$ cat config.mk
export PLATFORM = sky130hd
export DESIGN_NAME = wb_arbiter_flat
export DESIGN_NICKNAME = d
export VERILOG_FILES = /design/src/rtl/core_types_pkg.sv /design/src/rtl/wb_arbiter_if.sv /design/src/rtl/rr_arbiter.sv /design/src/rtl/wb_arbiter.sv /design/src/flat_wrapper.sv
export SDC_FILE = /design/constraint.sdc
export NUM_CORES = 1
export LEC_CHECK = 0
export ABC_AREA = 1
export CAP_MARGIN = 10
export CORE_ASPECT_RATIO = 0.75
export CORE_MARGIN = 4
export CORE_UTILIZATION = 39
export CTS_CLUSTER_DIAMETER = 200
export DETAILED_ROUTE_END_ITERATION = 6
export GPL_ROUTABILITY_DRIVEN = 0
export GPL_TIMING_DRIVEN = 0
export PLACE_DENSITY = 0.89
export REMOVE_ABC_BUFFERS = 1
export SYNTH_ARGS = -nofsm -noshare
export SYNTH_HDL_FRONTEND = slang
export SYNTH_SLANG_ARGS = --single-unit
$ cat constraint.sdc
create_clock -name CLK -period 3.1 [get_ports CLK]
set_input_delay 0.62 -clock CLK [delete_from_list [all_inputs] [get_ports CLK]]
set_output_delay 0.62 -clock CLK [all_outputs]
set_load 0.03 [all_outputs]
$ cat src/rtl/core_types_pkg.sv
// Shared core types: writeback request bundle and sizing constants.
// Used by the writeback arbiter and its interface.
package core_types_pkg;

    localparam int WB_PIPE_COUNT = 4;
    localparam int LOG_PR_COUNT  = 6;

    typedef struct packed {
        logic                    valid;
        logic [31:0]             data;
        logic [LOG_PR_COUNT-1:0] pr;
    } wb_req_t;

    function automatic logic is_zero_pr(input logic [LOG_PR_COUNT-1:0] pr);
        return pr == '0;
    endfunction

endpackage

$ cat src/rtl/wb_arbiter_if.sv
// Writeback bus: per-pipe requests in, one PRF write port out.
// master = pipes + PRF side, slave = the arbiter.
interface wb_arbiter_if
    import core_types_pkg::*;
#(
    parameter int PIPES = WB_PIPE_COUNT,
    parameter int PRW   = LOG_PR_COUNT
);
    logic [PIPES-1:0]           WB_valid_by_pipe;
    logic [PIPES-1:0][31:0]     WB_data_by_pipe;
    logic [PIPES-1:0][PRW-1:0]  WB_PR_by_pipe;
    logic [PIPES-1:0]           WB_ack_by_pipe;
    logic                       PRF_WR_ready_in;
    logic                       PRF_WR_valid_out;
    logic [31:0]                PRF_WR_data_out;
    logic [PRW-1:0]             PRF_WR_PR_out;

    modport master (
        output WB_valid_by_pipe,
        output WB_data_by_pipe,
        output WB_PR_by_pipe,
        input  WB_ack_by_pipe,
        output PRF_WR_ready_in,
        input  PRF_WR_valid_out,
        input  PRF_WR_data_out,
        input  PRF_WR_PR_out
    );

    modport slave (
        input  WB_valid_by_pipe,
        input  WB_data_by_pipe,
        input  WB_PR_by_pipe,
        output WB_ack_by_pipe,
        input  PRF_WR_ready_in,
        output PRF_WR_valid_out,
        output PRF_WR_data_out,
        output PRF_WR_PR_out
    );

endinterface

$ cat src/rtl/rr_arbiter.sv
// Round-robin grant: first requester at or after the pointer wins,
// pointer moves past the winner; grant forced low while disabled or in reset.
module rr_arbiter #(
    parameter int REQ_COUNT = 4
) (
    input  logic                 clk,
    input  logic                 rst,
    input  logic [REQ_COUNT-1:0] req,
    input  logic                 en,
    output logic [REQ_COUNT-1:0] grant
);

    localparam int PW = (REQ_COUNT > 1) ? $clog2(REQ_COUNT) : 1;

    logic [PW-1:0] ptr;
    logic [PW-1:0] idx;
    logic [PW-1:0] win;
    logic          hit;

    // Scan requesters starting at the pointer, wrapping once.
    always_comb begin
        grant = '0;
        win   = '0;
        idx   = '0;
        hit   = 1'b0;
        for (int k = 0; k < REQ_COUNT; k++) begin
            idx = PW'((int'(ptr) + k) % REQ_COUNT);
            if (!hit && req[idx]) begin
                grant[idx] = 1'b1;
                win        = idx;
                hit        = 1'b1;
            end
        end
        if (!en || rst) begin
            grant = '0;
            hit   = 1'b0;
        end
    end

    // Pointer advances to the slot after the winner; holds otherwise.
    always_ff @(posedge clk or posedge rst) begin
        if (rst) begin
            ptr <= '0;
        end else if (hit) begin
            if (int'(win) == REQ_COUNT - 1)
                ptr <= '0;
            else
                ptr <= win + 1'b1;
        end
    end

endmodule

$ cat src/rtl/wb_arbiter.sv
// Writeback arbiter: funnels per-pipe results into one registered PRF write.
// Optional WB_ARB_ZERO_PR_DROP_EN: grants to PR 0 are acked but not written.
module wb_arbiter #(
    parameter int WB_PIPE_COUNT = core_types_pkg::WB_PIPE_COUNT,
    parameter int LOG_PR_COUNT  = core_types_pkg::LOG_PR_COUNT
) (
    input  logic        CLK,
    input  logic        RST,
    wb_arbiter_if.slave bus
);

    import core_types_pkg::*;

    logic                     free;
    logic [WB_PIPE_COUNT-1:0] grant;
    logic                     load;
    wb_req_t                  sel;

    logic                     out_valid;
    logic [31:0]              out_data;
    logic [LOG_PR_COUNT-1:0]  out_pr;

    // Output slot can take a new entry when empty or draining this cycle.
    assign free = !out_valid || bus.PRF_WR_ready_in;

    rr_arbiter #(
        .REQ_COUNT(WB_PIPE_COUNT)
    ) u_rr (
        .clk  (CLK),
        .rst  (RST),
        .req  (bus.WB_valid_by_pipe),
        .en   (free),
        .grant(grant)
    );

    assign bus.WB_ack_by_pipe = grant;

    // Pick the granted pipe's payload; grant is one-hot or zero.
    always_comb begin
        sel = '0;
        for (int i = 0; i < WB_PIPE_COUNT; i++) begin
            if (grant[i]) begin
                sel.valid = 1'b1;
                sel.data  = bus.WB_data_by_pipe[i];
                sel.pr    = bus.WB_PR_by_pipe[i];
            end
        end
    end

    // Decide whether the granted request actually occupies the output slot.
`ifdef WB_ARB_ZERO_PR_DROP_EN
    assign load = sel.valid && !is_zero_pr(sel.pr);
`else
    assign load = sel.valid;
`endif

    // Output register: load on grant, clear valid when idle, hold on stall.
    always_ff @(posedge CLK or posedge RST) begin
        if (RST) begin
            out_valid <= 1'b0;
            out_data  <= '0;
            out_pr    <= '0;
        end else if (free) begin
            out_valid <= load;
            if (load) begin
                out_data <= sel.data;
                out_pr   <= sel.pr;
            end
        end
    end

    assign bus.PRF_WR_valid_out = out_valid;
    assign bus.PRF_WR_data_out  = out_data;
    assign bus.PRF_WR_PR_out    = out_pr;

endmodule

$ cat src/flat_wrapper.sv
// flat-port wrapper written by rule: the top's interface ports become plain ports
module wb_arbiter_flat import core_types_pkg::*;
#(
    parameter int WB_PIPE_COUNT = core_types_pkg::WB_PIPE_COUNT,
    parameter int LOG_PR_COUNT  = core_types_pkg::LOG_PR_COUNT
)
  (CLK, RST, bus_WB_valid_by_pipe, bus_WB_data_by_pipe, bus_WB_PR_by_pipe, bus_WB_ack_by_pipe, bus_PRF_WR_ready_in, bus_PRF_WR_valid_out, bus_PRF_WR_data_out, bus_PRF_WR_PR_out);
  wb_arbiter_if bus_i ();
  input  logic CLK;
  input  logic RST;
  input wire logic [$bits(bus_i.WB_valid_by_pipe)-1:0] bus_WB_valid_by_pipe;
  input wire logic [$bits(bus_i.WB_data_by_pipe)-1:0] bus_WB_data_by_pipe;
  input wire logic [$bits(bus_i.WB_PR_by_pipe)-1:0] bus_WB_PR_by_pipe;
  output wire logic [$bits(bus_i.WB_ack_by_pipe)-1:0] bus_WB_ack_by_pipe;
  input wire logic [$bits(bus_i.PRF_WR_ready_in)-1:0] bus_PRF_WR_ready_in;
  output wire logic [$bits(bus_i.PRF_WR_valid_out)-1:0] bus_PRF_WR_valid_out;
  output wire logic [$bits(bus_i.PRF_WR_data_out)-1:0] bus_PRF_WR_data_out;
  output wire logic [$bits(bus_i.PRF_WR_PR_out)-1:0] bus_PRF_WR_PR_out;
  assign bus_i.WB_valid_by_pipe = bus_WB_valid_by_pipe;
  assign bus_i.WB_data_by_pipe = bus_WB_data_by_pipe;
  assign bus_i.WB_PR_by_pipe = bus_WB_PR_by_pipe;
  assign bus_WB_ack_by_pipe = bus_i.WB_ack_by_pipe;
  assign bus_i.PRF_WR_ready_in = bus_PRF_WR_ready_in;
  assign bus_PRF_WR_valid_out = bus_i.PRF_WR_valid_out;
  assign bus_PRF_WR_data_out = bus_i.PRF_WR_data_out;
  assign bus_PRF_WR_PR_out = bus_i.PRF_WR_PR_out;
  wb_arbiter #(.WB_PIPE_COUNT(WB_PIPE_COUNT), .LOG_PR_COUNT(LOG_PR_COUNT)) u_core (.CLK(CLK), .RST(RST), .bus(bus_i));
endmodule
==> results of run 1 <==
[placed cells by master (no fill, tap or decap), drive strengths merged]
master	instances
nand3	133
nand3b	30
nand4	3
ha	7
clkbuf	7
dlymetal6s2s	3
bufinv	1
buf	30
o21ai	42
a21boi	2
dfrtp	41
clkdlybuf4s15	2
xor2	1
a21oi	2
nor2	58
a22oi	2
inv	57
a31oi	1
clkdlybuf4s50	194
o21a	1
nand2	201
[report_power, final]
| group | internal [W] | leakage [nW] | total, W | switching, W |
|---|---|---|---|---|
| logic | 0.00203 | 2.59 | 0.00578 | 0.00374 |
| clock network | 0.000403 | 0.0841 | 0.000624 | 0.000221 |
| registers | 0.000826 | 0.504 | 0.000980 | 0.000153 |
| total | 0.00326 | 3.18 | 0.00738 | 0.00412 |
[cells in the mapped netlist (2+ instances only)]
master    count  share of area [%]
nand2_1     188                 19
nand3_1     128                 17
inv_1        52                5.1
nor2_1       51                5.0
dfrtp_1      41                 27
nand3b_1     30                5.9
o21ai_0      22                2.9
o21ai_1      20                2.6
buf_2        17                2.2
clkbuf_1     11                1.1
buf_4        10                2.0
ha_1          7                2.3
nand2_2       7                1.2
buf_6         5                1.5
buf_1         4               0.40
nor2_4        4                1.2
inv_2         3               0.30
nand3_2       3               0.79
nand4_1       3               0.49
a21boi_0      2               0.40
a21oi_1       2               0.26
[flip-flops by register name (all words and copies together), names as in the netlist, named ones only]
| register | flops |
|---|---|
| u_core.bus.PRF_WR_PR_out | 6 |
| u_core.bus.PRF_WR_data_out | 32 |
| u_core.bus.PRF_WR_valid_out | 1 |
| u_core.u_rr.ptr | 1 |
[worst paths after layout]
kind                                                               from                                         end  slack [ns]  cells past startpoint
worst max-delay path                            bus_WB_valid_by_pipe[3]                       bus_WB_ack_by_pipe[3]      -0.003                     11
worst min-delay path            u_core.bus.PRF_WR_PR_out[3]$_DFFE_PP0P_     u_core.bus.PRF_WR_PR_out[3]$_DFFE_PP0P_        0.48                      2
max in group asynchronous                                           RST                  asynchronous set/reset pin        2.03                      3
min in group asynchronous                                           RST  u_core.bus.PRF_WR_data_out[21]$_DFFE_PP0P_        0.62                      2
worst min register to register  u_core.bus.PRF_WR_PR_out[3]$_DFFE_PP0P_     u_core.bus.PRF_WR_PR_out[3]$_DFFE_PP0P_        0.48                      2
worst max register to register           u_core.u_rr.ptr[1]$_DFFE_PP0P_  u_core.bus.PRF_WR_data_out[23]$_DFFE_PP0P_        0.35                     16
[repair_timing]
item,in CTS,in global routing
gates cloned,10,0
pin swaps,12,8
buffers inserted,14,7
setup endpoints to repair,43,16
gates resized for setup,39,17
[layout make-up]
type / instances / share of cell area (%)
clock buffers: 7 / 2.22
clock inverters: 1 / 0.467
inverters: 56 / 3.46
multi-input cells: 483 / 39.3
flip-flops and latches: 41 / 16.0
well taps: 128 / 2.49
repair buffers: 229 / 35.9
repair inverters: 1 / 0.0973
[per-stage QoR]
step,worst slack (ns),total power (W),util [%],hold WS (ns)
floorplan,-3.05,0.00398,-,0.664
global placement,-7.17,0.00551,61.4,0.463
detailed placement,-1.89,0.00577,63.0,0.464
CTS,0.00719,0.00709,68.1,0.482
global route,-0.0418,0.00783,69.4,0.502
finish,-0.00252,0.00738,69.4,0.480
[routing by layer]
layer  vias up  wire length [um]  GRT usage [%]  share of wire [%]
li1       2400                 -              -                  -
met1      2414              6830           35.7                 38
met2       382              8260           50.6                 46
met3        62              2140           8.34                 12
met4         0               631           11.8                3.5
met5         -                 0              0                  0
[worst reg2reg max path, stage by stage (launching register included)]
cell and delay, ns:
dfrtp_2 0.43, inv_4 0.11, ha_4 0.22, inv_2 0.08, nand3_2 0.10, nand2_4 0.12
nor2_4 0.08, a22oi_1 0.24, nand3_2 0.19, nand2_8 0.16, buf_12 0.21, nand2_1 0.13
nor2_4 0.15, buf_4 0.24, nor2_1 0.06, nand2_1 0.07, nand2_1 0.05
[cell families (layout without fill, tap and decap cells)]
logic type	count (synthesis)	after routing	share of synthesized area, %
buffers and inverters	103	294	12.8
adders and majority gates	7	7	2.31
AOI/OAI and AO/OA	50	50	7.09
DFF	41	41	27.0
xor gates and xnor gates	1	1	0.231
and+or+nand+nor	416	425	50.5
==> results.md, run 1 <==
* Outcome: complete, but fails checks
* Failing checks: negative setup slack
* Worst path most repeated cell: nand3_2
* Reg clk slew, reported paths at 0.06 ns
* Bufs and invs on worst path at 4
* Worst-Skew Late Latency at 0.28 ns
* Mean Syn Cell Area at 6.14 sq um
* Layout cells sized above 1 at 11.4%
* Crit. End Element: output pin
* I/O Pins at 202
* Die X at 122 um
* PortBufs at 201
* Final hold vios at 0
* CTS tree: yes
* Die height at 93.4 um
* H-tree depth at 2
* DRC at 0
* CP max stage delay at 0.49 ns
* Fmax at 322 MHz
* Wire per inst at 18.9 um
* Max Cap Viol at 0
* Post-synthesis cell type count at 29
* Slew HR at 47.2%
* Cts hold-fix bufs at 0
* Die area at 11400 sq um
* Family with the most delay on the worst path: buffers and inverters
* Fillers at 732
* Via count at 5258
* Synth warn at 0
* Multi-input combinational cell area at 2530 sq um
* Drt pass-1 iters at 5
* Vias in the first global route at 5176
* Post-route ant nets at 0
* Maximum VDD drop at 0.567 mV
* DP Area at 5840 sq um
* Worst-path cell chain: clkdlybuf4s50_1 > inv_1 > nand2_1 > nand3_2 > nand2_4 > nor2_4 > a22oi_1 > nand3_2 > nand2_8 > inv_8 > clkdlybuf4s15_2
* Final worst setup slack at -0.00252 ns
* Initial antenna violation count at 0
* Setup TNS Final at -0.00252 ns
* Buffer depth of the longest clock path at 2
* Row cnt at 30
* Largest net degree at the start of global routing at 44
* Crit-path slowest cell: clkdlybuf4s50_1
* Placed cell count at 907
* CP Data Required Time at 2.48 ns
* Final min period at 3.10 ns
* CTS buffer count at 5
* Leak at 3.18 nW
* Largest fanout on the critical path at 8
* Drt initial violations at 494
* All-Layer GR Usage at 29.8%
* Startpoint types: primary input
* Gr ovfl total at 0
* Final instance area at 6430 sq um
* P&R area growth vs syn at 69.4%
* CTS Sinks at 41
* Post-synthesis register bit count at 41
* EDFF count, synth at 0
* Final Setup Violations at 1
* Post-Syn Area at 3790 sq um
* Slew @ Worst Pin at 0.790 ns
* Post-Layout Cell Count at 946
* Critical path class: in2out
* Post-synthesis sequential area ratio at 27.0%
* Main flop type after synthesis: dfrtp_1
* Initial core utilization at 40.9%
* PwrDens at 1150 nW/um^2
* Max Clock Skew at 0.00609 ns
* CP arrival at 2.48 ns
* Dpl hpwl at 10500 um
* Vias per cell at 5.56
* CTS Root Cell: clkbuf_16
* Final WL at 17900 um
* Antenna cells at 0
* Sequential cell area at 1030 sq um
* Post-synth ARST share at 100%
* Nets at 983
* RSZ-0062 raised after global routing: yes
* First-pass GRT wire length at 26700 um
* Synth Instances at 618
* Hold Path Class: reg2reg
* Fin crit share at 100%
* Final Max Slew Viols at 0
* Core area at 9270 sq um
Note: power is estimated with default switching activity, not from simulation.
==> run 2, diff against run 1 <==
- ABC_CLOCK_PERIOD_IN_PS: unset -> 3100
- CORE_UTILIZATION: 39 -> 40
- PLACE_DENSITY: 0.89 -> 0.91
==> run 2 against run 1 <==
First-iteration DRC count down 16%. Via count is 1.2% lower. Largest power group unchanged. Register-to-register slack about the same. Routed wire length increased by 0.15%. Die area down 2.3%. Highest routed layer unchanged. Clock power down 17%. Critical path depth did not move. The run now ends clean. Count of clock-buffer cells in the layout stayed put. Core utilization grew 1.3 points.
==> results.md, run 2 (synthesis results as in run 1) <==
* Outcome: finished, final reports clean
* Core area at 9160 sq um (-1.2%)
* Drt pass-1 iters at 5 (unchanged)
* PwrDens at 1140 nW/um^2 (-0.65%)
* Critical path class: in2out
* Placed cell count at 906 (-0.11%)
* CP Data Required Time at 2.48 ns (about the same)
* DRC at 0 (unchanged)
* Buffer depth of the longest clock path at 2 (unchanged)
* Hold Path End: u_core.bus.PRF_WR_PR_out[3]$_DFFE_PP0P_
* Cts hold-fix bufs at 0 (unchanged)
* CP max stage delay at 0.42 ns (-0.07 ns)
* Crit-path slowest cell: clkdlybuf4s50_1
* CTS Sinks at 41 (unchanged)
* Final Setup Violations at 0 (-1)
* Fillers at 780 (+6.6%)
* Worst r2r path cells at 13 (-3)
* Maximum VDD drop at 0.529 mV (-6.7%)
* Min-Delay Startpoint: u_core.bus.PRF_WR_PR_out[3]$_DFFE_PP0P_
* Gr ovfl total at 0 (unchanged)
* Max reg flops at 32 (unchanged)
* Commonest non-fill, non-tap cells in the layout: clkdlybuf4s50_1 (195), nand2_1 (184), nand3_1 (123), inv_1 (49), nor2_1 (49)
* Final Max Slew Viols at 0 (unchanged)
* PortBufs at 201 (unchanged)
* Leak at 3.19 nW (+0.53%)
* Nets at 993 (+1.0%)
* First-pass GRT wire length at 25900 um (-3.0%)
* Die X at 120 um (-1.2%)
* Tot Pwr at 0.00738 W (about the same)
* Final worst setup slack at 0.0460 ns (+0.0485 ns)
* Row cnt at 30 (unchanged)
* Family with the most delay on the worst path: simple AND/OR/NAND/NOR gates
* Share of power burned in registers at 13.3% (about the same)
* Place WS at -1.85 ns (+0.0424 ns)
* Commonest non-fill, non-tap cell in the layout: clkdlybuf4s50_1
* Worst-path cell chain: clkdlybuf4s50_1 > nand2_1 > nand3_1 > nand2_2 > inv_2 > nor2_4 > nand4_1 > nand3_4 > nand2_8 > inv_1 > clkbuf_4
* FF-to-FF Start: u_core.u_rr.ptr[1]$_DFFE_PP0P_
* Vias in the first global route at 4893 (-5.5%)
* Slew HR at 27.4% (-20 points)
* Largest net degree at the start of global routing at 45 (+2.3%)
* Startpoint types: primary input
* I/O Pins at 202 (unchanged)
* RSZ-0062 raised after global routing: yes
* Vias per cell at 5.44 (-2.2%)
* Final core occ at 70.7% (+1.3 points)
* P&R area growth vs syn at 70.5%
* Layout cells sized above 1 at 11.9% (+0.48 points)
* Slew @ Worst Pin at 1.09 ns (+0.298 ns)
* Max Clock Skew at 0.00459 ns (-0.00150 ns)
* Post-route ant nets at 0 (unchanged)
* Max Cap Viol at 0 (unchanged)
* Clock power frac at 7.1% (-1.4 points)
* Fin crit share at 98.5% (-1.6 points)
* All-Layer GR Usage at 29.8% (about the same)
* Sw Ratio at 56.0% (+0.19 points)
* H-tree depth at 2 (unchanged)
* Post-Layout Cell Count at 955 (+0.95%)
* Combinational power share at 79.7% (+1.4 points)
* Crit. End Element: output pin
* CTS tree: yes
* Reg clk slew, reported paths at 0.06 ns (about the same)
* Worst-Skew Late Latency at 0.28 ns (about the same)
* Psw at 0.00413 W (+0.33%)
* CTS Root Cell: clkbuf_16
* Final min period at 3.05 ns (-0.0485 ns)
* Hold Crit Depth at 2 (unchanged)
* CP arrival at 2.43 ns (-0.05 ns)
* Drt initial violations at 417 (-16%)
* Antenna cells at 0 (unchanged)
* Hold Path Class: reg2reg
* Internal at 0.00325 W (-0.45%)
* Initial core utilization at 41.4% (+0.50 points)
* Wire per inst at 18.7 um (-0.80%)
* Final WL at 17900 um (+0.15%)
* Fmax at 327 MHz (+1.6%)
* Largest fanout on the critical path at 20 (+12)
* Initial antenna violation count at 0 (unchanged)
* CTS buffer count at 5 (unchanged)
* Die height at 92.4 um (-1.1%)
* Dpl hpwl at 10100 um (-3.7%)
* Flop-to-flop setup slack at 0.35 ns (about the same)
* Setup TNS Final at 0 ns (+0.00252 ns)
* Via count at 5193 (-1.2%)
* Bufs and invs on worst path at 4 (unchanged)
* Worst R2R End: u_core.bus.PRF_WR_data_out[3]$_DFFE_PP0P_
* Final hold vios at 0 (unchanged)
* Die area at 11100 sq um (-2.3%)
[run 2: changes by cell type in the layout (fill, tap and decap cells not counted), moves of 3 or more]
| cell | delta |
|---|---|
| nand3_4 | +3 |
| nand2_1 | +3 |
| nand3_2 | -4 |
| nor2_2 | +3 |
| buf_4 | +8 |
| clkbuf_4 | +3 |
[run 2: layout make-up]
cell class	count	area, sq um	share of cell area [%]
tap	128	160	2.47
inverter	56	228	3.52
timing repair inverter	1	8.76	0.135
clock buffer	7	143	2.20
multi-input combinational	486	2560	39.6
timing repair buffer	236	2340	36.2
sequential	41	1030	15.9
[run 2: worst max path at each step]
| stage | to | start | slack, ns | depth (start not counted) |
|---|---|---|---|---|
| after floorplan | bus_WB_ack_by_pipe[3] | bus_PRF_WR_ready_in | -3.05 | 4 |
| after global placement | bus_WB_ack_by_pipe[3] | bus_PRF_WR_ready_in | -7.42 | 6 |
| after detailed placement | bus_WB_ack_by_pipe[2] | bus_WB_valid_by_pipe[3] | -1.85 | 13 |
| after CTS | bus_WB_ack_by_pipe[0] | register | -0.01 | 12 |
| after global routing | bus_WB_ack_by_pipe[1] | bus_WB_valid_by_pipe[1] | -0.03 | 12 |
| final | bus_WB_ack_by_pipe[0] | bus_WB_valid_by_pipe[3] | 0.05 | 11 |
[run 2: worst reg2reg max path: cells and delay by family (launching register included)]
kind | cells | cell delay, ns
adders and majority gates | 1 | 0.22
buffers and inverters | 2 | 0.19
AOI/OAI and AO/OA | 1 | 0.08
DFF | 1 | 0.43
and+or+nand+nor | 9 | 1.77
[run 2: per-stage QoR]
| step | cell area, sq um | hold slack [ns] |
|---|---|---|
| floorplan | 3520 | 0.664 |
| global placement | 5690 | 0.461 |
| detailed placement | 5820 | 0.464 |
| CTS | 6280 | 0.480 |
| global route | 6470 | 0.508 |
| finish | 6470 | 0.476 |
[run 2: power by group through the flow]
| stage | clock [W] | combinational [W] | sequential, W |
|---|---|---|---|
| 2_1_floorplan | 0 | 0.00255 | 0.00144 |
| 3_3_place_gp | 0 | 0.00458 | 0.000990 |
| 3_5_place_dp | 0 | 0.00474 | 0.000998 |
| 4_1_cts | 0.000527 | 0.00545 | 0.000973 |
| 5_1_grt | 0.000553 | 0.00632 | 0.00101 |
| 6_report | 0.000521 | 0.00588 | 0.000979 |
[run 2: metal layers]
layer / global-route usage [%] / part of all wire, % / vias to the layer above / wire length (um)
met3: 9.52 / 12 / 52 / 2120
met2: 48.3 / 44 / 317 / 7910
met1: 37.1 / 40 / 2403 / 7240
met5: 0 / 0 / - / 0
met4: 11.5 / 3.5 / 0 / 618
li1: - / - / 2421 / -
[run 2: repair_timing]
action / CTS / global route
resized for setup: 42 / 18
cloned: 12 / 1
pin swaps: 11 / 12
setup endpoints to repair: 43 / 4
setup buffers: 11 / 18
==> run 3, diff against run 2 <==
- ABC_CLOCK_PERIOD_IN_PS: 3100 -> 3850
- CORE_UTILIZATION: 40 -> 44
- PLACE_DENSITY: 0.91 -> 0.95
- clock period: 3.1 -> 3.85 ns (I/O delays scaled with it)
==> run 3 against run 2 <==
Clock power is 14% lower. Core utilization rose by 2.6 points. Critical path depth rose by 2. Combinational power is 28% lower. Worst setup slack gained 0.055 ns. Final area is 4.6% lower. Largest cell class unchanged. Largest power group unchanged.
==> results.md, run 3 (synthesis results as in run 1) <==
* Outcome: finished, final reports clean
* P&R area growth vs syn at 62.6%
* Initial core utilization at 45.1% (+3.6 points)
* Post-route ant nets at 0 (unchanged)
* Worst hold slack at 0.480 ns (+0.00376 ns)
* Commonest non-fill, non-tap cells in the layout: clkdlybuf4s50_1 (197), nand2_1 (185), nand3_1 (128), inv_1 (50), nor2_1 (49)
* Buffer depth of the longest clock path at 2 (unchanged)
* WL met3 at 1770 um (-16%)
* Maximum VDD drop at 0.593 mV (+12%)
* Die X at 115 um (-4.3%)
* Final Max Slew Viols at 0 (unchanged)
* Post-Layout Cell Count at 911 (-4.6%)
* Initial antenna violation count at 0 (unchanged)
* Final instance area at 6170 sq um (-4.6%)
* Fmax at 267 MHz
* Setup TNS Final at 0 ns (unchanged)
* DRC at 0 (unchanged)
* First-pass GRT wire length at 24800 um (-4.2%)
* Critical path class: in2out
* Fillers at 630 (-19%)
* Dpl hpwl at 10400 um (+2.5%)
* Wire per inst at 18.1 um (-3.3%)
* Setup crit start: bus_WB_valid_by_pipe[2]
* Worst-Skew Late Latency at 0.28 ns (about the same)
* CTS Sinks at 41 (unchanged)
* CTS tree: yes
* Layout cells sized above 1 at 7.97% (-3.9 points)
* Largest fanout on the critical path at 20 (unchanged)
* Max Used Layer: met4
* CP Data Required Time at 3.08 ns (+0.60 ns)
* Met2 WL at 7630 um (-3.6%)
* CP arrival at 2.98 ns (+0.55 ns)
* Max Clock Skew at 0.00343 ns (-0.00116 ns)
* Startpoint types: primary input
* FF-to-FF Start: u_core.u_rr.ptr[1]$_DFFE_PP0P_
* Leak at 3.05 nW (-4.4%)
* Row cnt at 29 (-3.3%)
* Vias in the first global route at 4947 (+1.1%)
* Gr ovfl total at 0 (unchanged)
* PortBufs at 201 (unchanged)
* Drt initial violations at 602 (+44%)
* Worst r2r path cells at 16 (+3)
* Nets at 968 (-2.5%)
* CTS Root Cell: clkbuf_16
* Reg clk slew, reported paths at 0.06 ns (about the same)
* Hold Crit Depth at 2 (unchanged)
* Multi-input combinational cell area at 2410 sq um (-6.0%)
* Crit. End Element: output pin
* Commonest non-fill, non-tap cell in the layout: clkdlybuf4s50_1
* Crit-path slowest cell: clkdlybuf4s50_1
* Hold Path Class: reg2reg
* All-Layer GR Usage at 30.8% (+0.95 points)
* Largest net degree at the start of global routing at 46 (+2.2%)
* Core area at 8420 sq um (-8.1%)
* Slew HR at 21.7% (-5.6 points)
* Final hold vios at 0 (unchanged)
* Max Cap Viol at 0 (unchanged)
* Cts hold-fix bufs at 0 (unchanged)
* CP max stage delay at 0.45 ns (+0.03 ns)
* Die area at 10200 sq um (-8.4%)
* Worst-path cell chain: clkdlybuf4s50_1 > inv_1 > nand2_2 > nand3_2 > nand2_4 > nor2_4 > nand4_1 > buf_8 > buf_8 > nand2_8 > nand2_1 > inv_1 > clkdlybuf4s15_2
* Min-Delay Startpoint: u_core.bus.PRF_WR_data_out[15]$_DFFE_PP0P_
* Met1 Wirelength at 6620 um (-8.6%)
* Max reg flops at 32 (unchanged)
* Via count at 5115 (-1.5%)
* Vias per cell at 5.61 (+3.3%)
* H-tree depth at 2 (unchanged)
* Drt pass-1 iters at 5 (unchanged)
* CTS buffer count at 5 (unchanged)
* Sequential cell area at 1030 sq um (unchanged)
* Final min period at 3.75 ns
* I/O Pins at 202 (unchanged)
* Antenna cells at 0 (unchanged)
* DP Area at 5840 sq um (+0.26%)
* Fin crit share at 97.4%
* Placed cell count at 887 (-2.1%)
* Final Setup Violations at 0 (unchanged)
* Final WL at 16500 um (-7.7%)
* Die height at 88.4 um (-4.3%)
* Slew @ Worst Pin at 1.17 ns (+0.0842 ns)
* PwrDens at 890 nW/um^2 (-22%)
run 3: worst paths after layout:
path / slack (ns) / endpoint
max: 0.10 / bus_WB_ack_by_pipe[1]
min: 0.48 / u_core.bus.PRF_WR_data_out[15]$_DFFE_PP0P_
max reg2reg: 0.61 / u_core.bus.PRF_WR_data_out[1]$_DFFE_PP0P_
min reg2reg: 0.48 / u_core.bus.PRF_WR_data_out[15]$_DFFE_PP0P_
max in group asynchronous: 2.29 / u_core.u_rr.ptr[1]$_DFFE_PP0P_
min in group asynchronous: 1.05 / u_core.bus.PRF_WR_data_out[22]$_DFFE_PP0P_
run 3: final cells by class:
cell class / count / area share (%)
clock buffers: 7 / 2.47
clock inverters: 1 / 0.0811
inverters: 56 / 3.57
multi-input cells: 481 / 39.0
flip-flops and latches: 41 / 16.7
well taps: 108 / 2.19
repair buffers: 217 / 36.0
run 3: per-layer routing:
metal / GRT usage [%] / vias to the layer above
li1: - / 2364
met1: 38.9 / 2362
met2: 52.3 / 343
met3: 6.70 / 46
met4: 11.0 / 0
met5: 0 / -
run 3: where the power goes:
| group | internal (W) | leakage, nW | switching, W |
|---|---|---|---|
| clock | 0.000275 | 0.0799 | 0.000175 |
| combinational | 0.00148 | 2.47 | 0.00277 |
| sequential | 0.000665 | 0.504 | 0.000130 |
run 3: metrics by stage:
stage               util [%]  total power, W  setup WS, ns
global route            73.3         0.00590       -0.0121
global placement        67.3         0.00440         -6.63
finish                  73.3         0.00549         0.101
floorplan                  -         0.00321         -2.60
CTS                     72.7         0.00533        0.0428
detailed placement      69.4         0.00466         -1.47
run 3: repair_timing:
action,in CTS,in global routing
pin swaps,5,2
setup buffers,3,6
gates cloned,6,1
endpoints found under the setup margin,43,3
gates resized for setup,20,5
run 3: critical path: cells and delay by family:
kind,cells,cell delay (ns)
buf+inv,6,1.27
simple gates,7,0.92
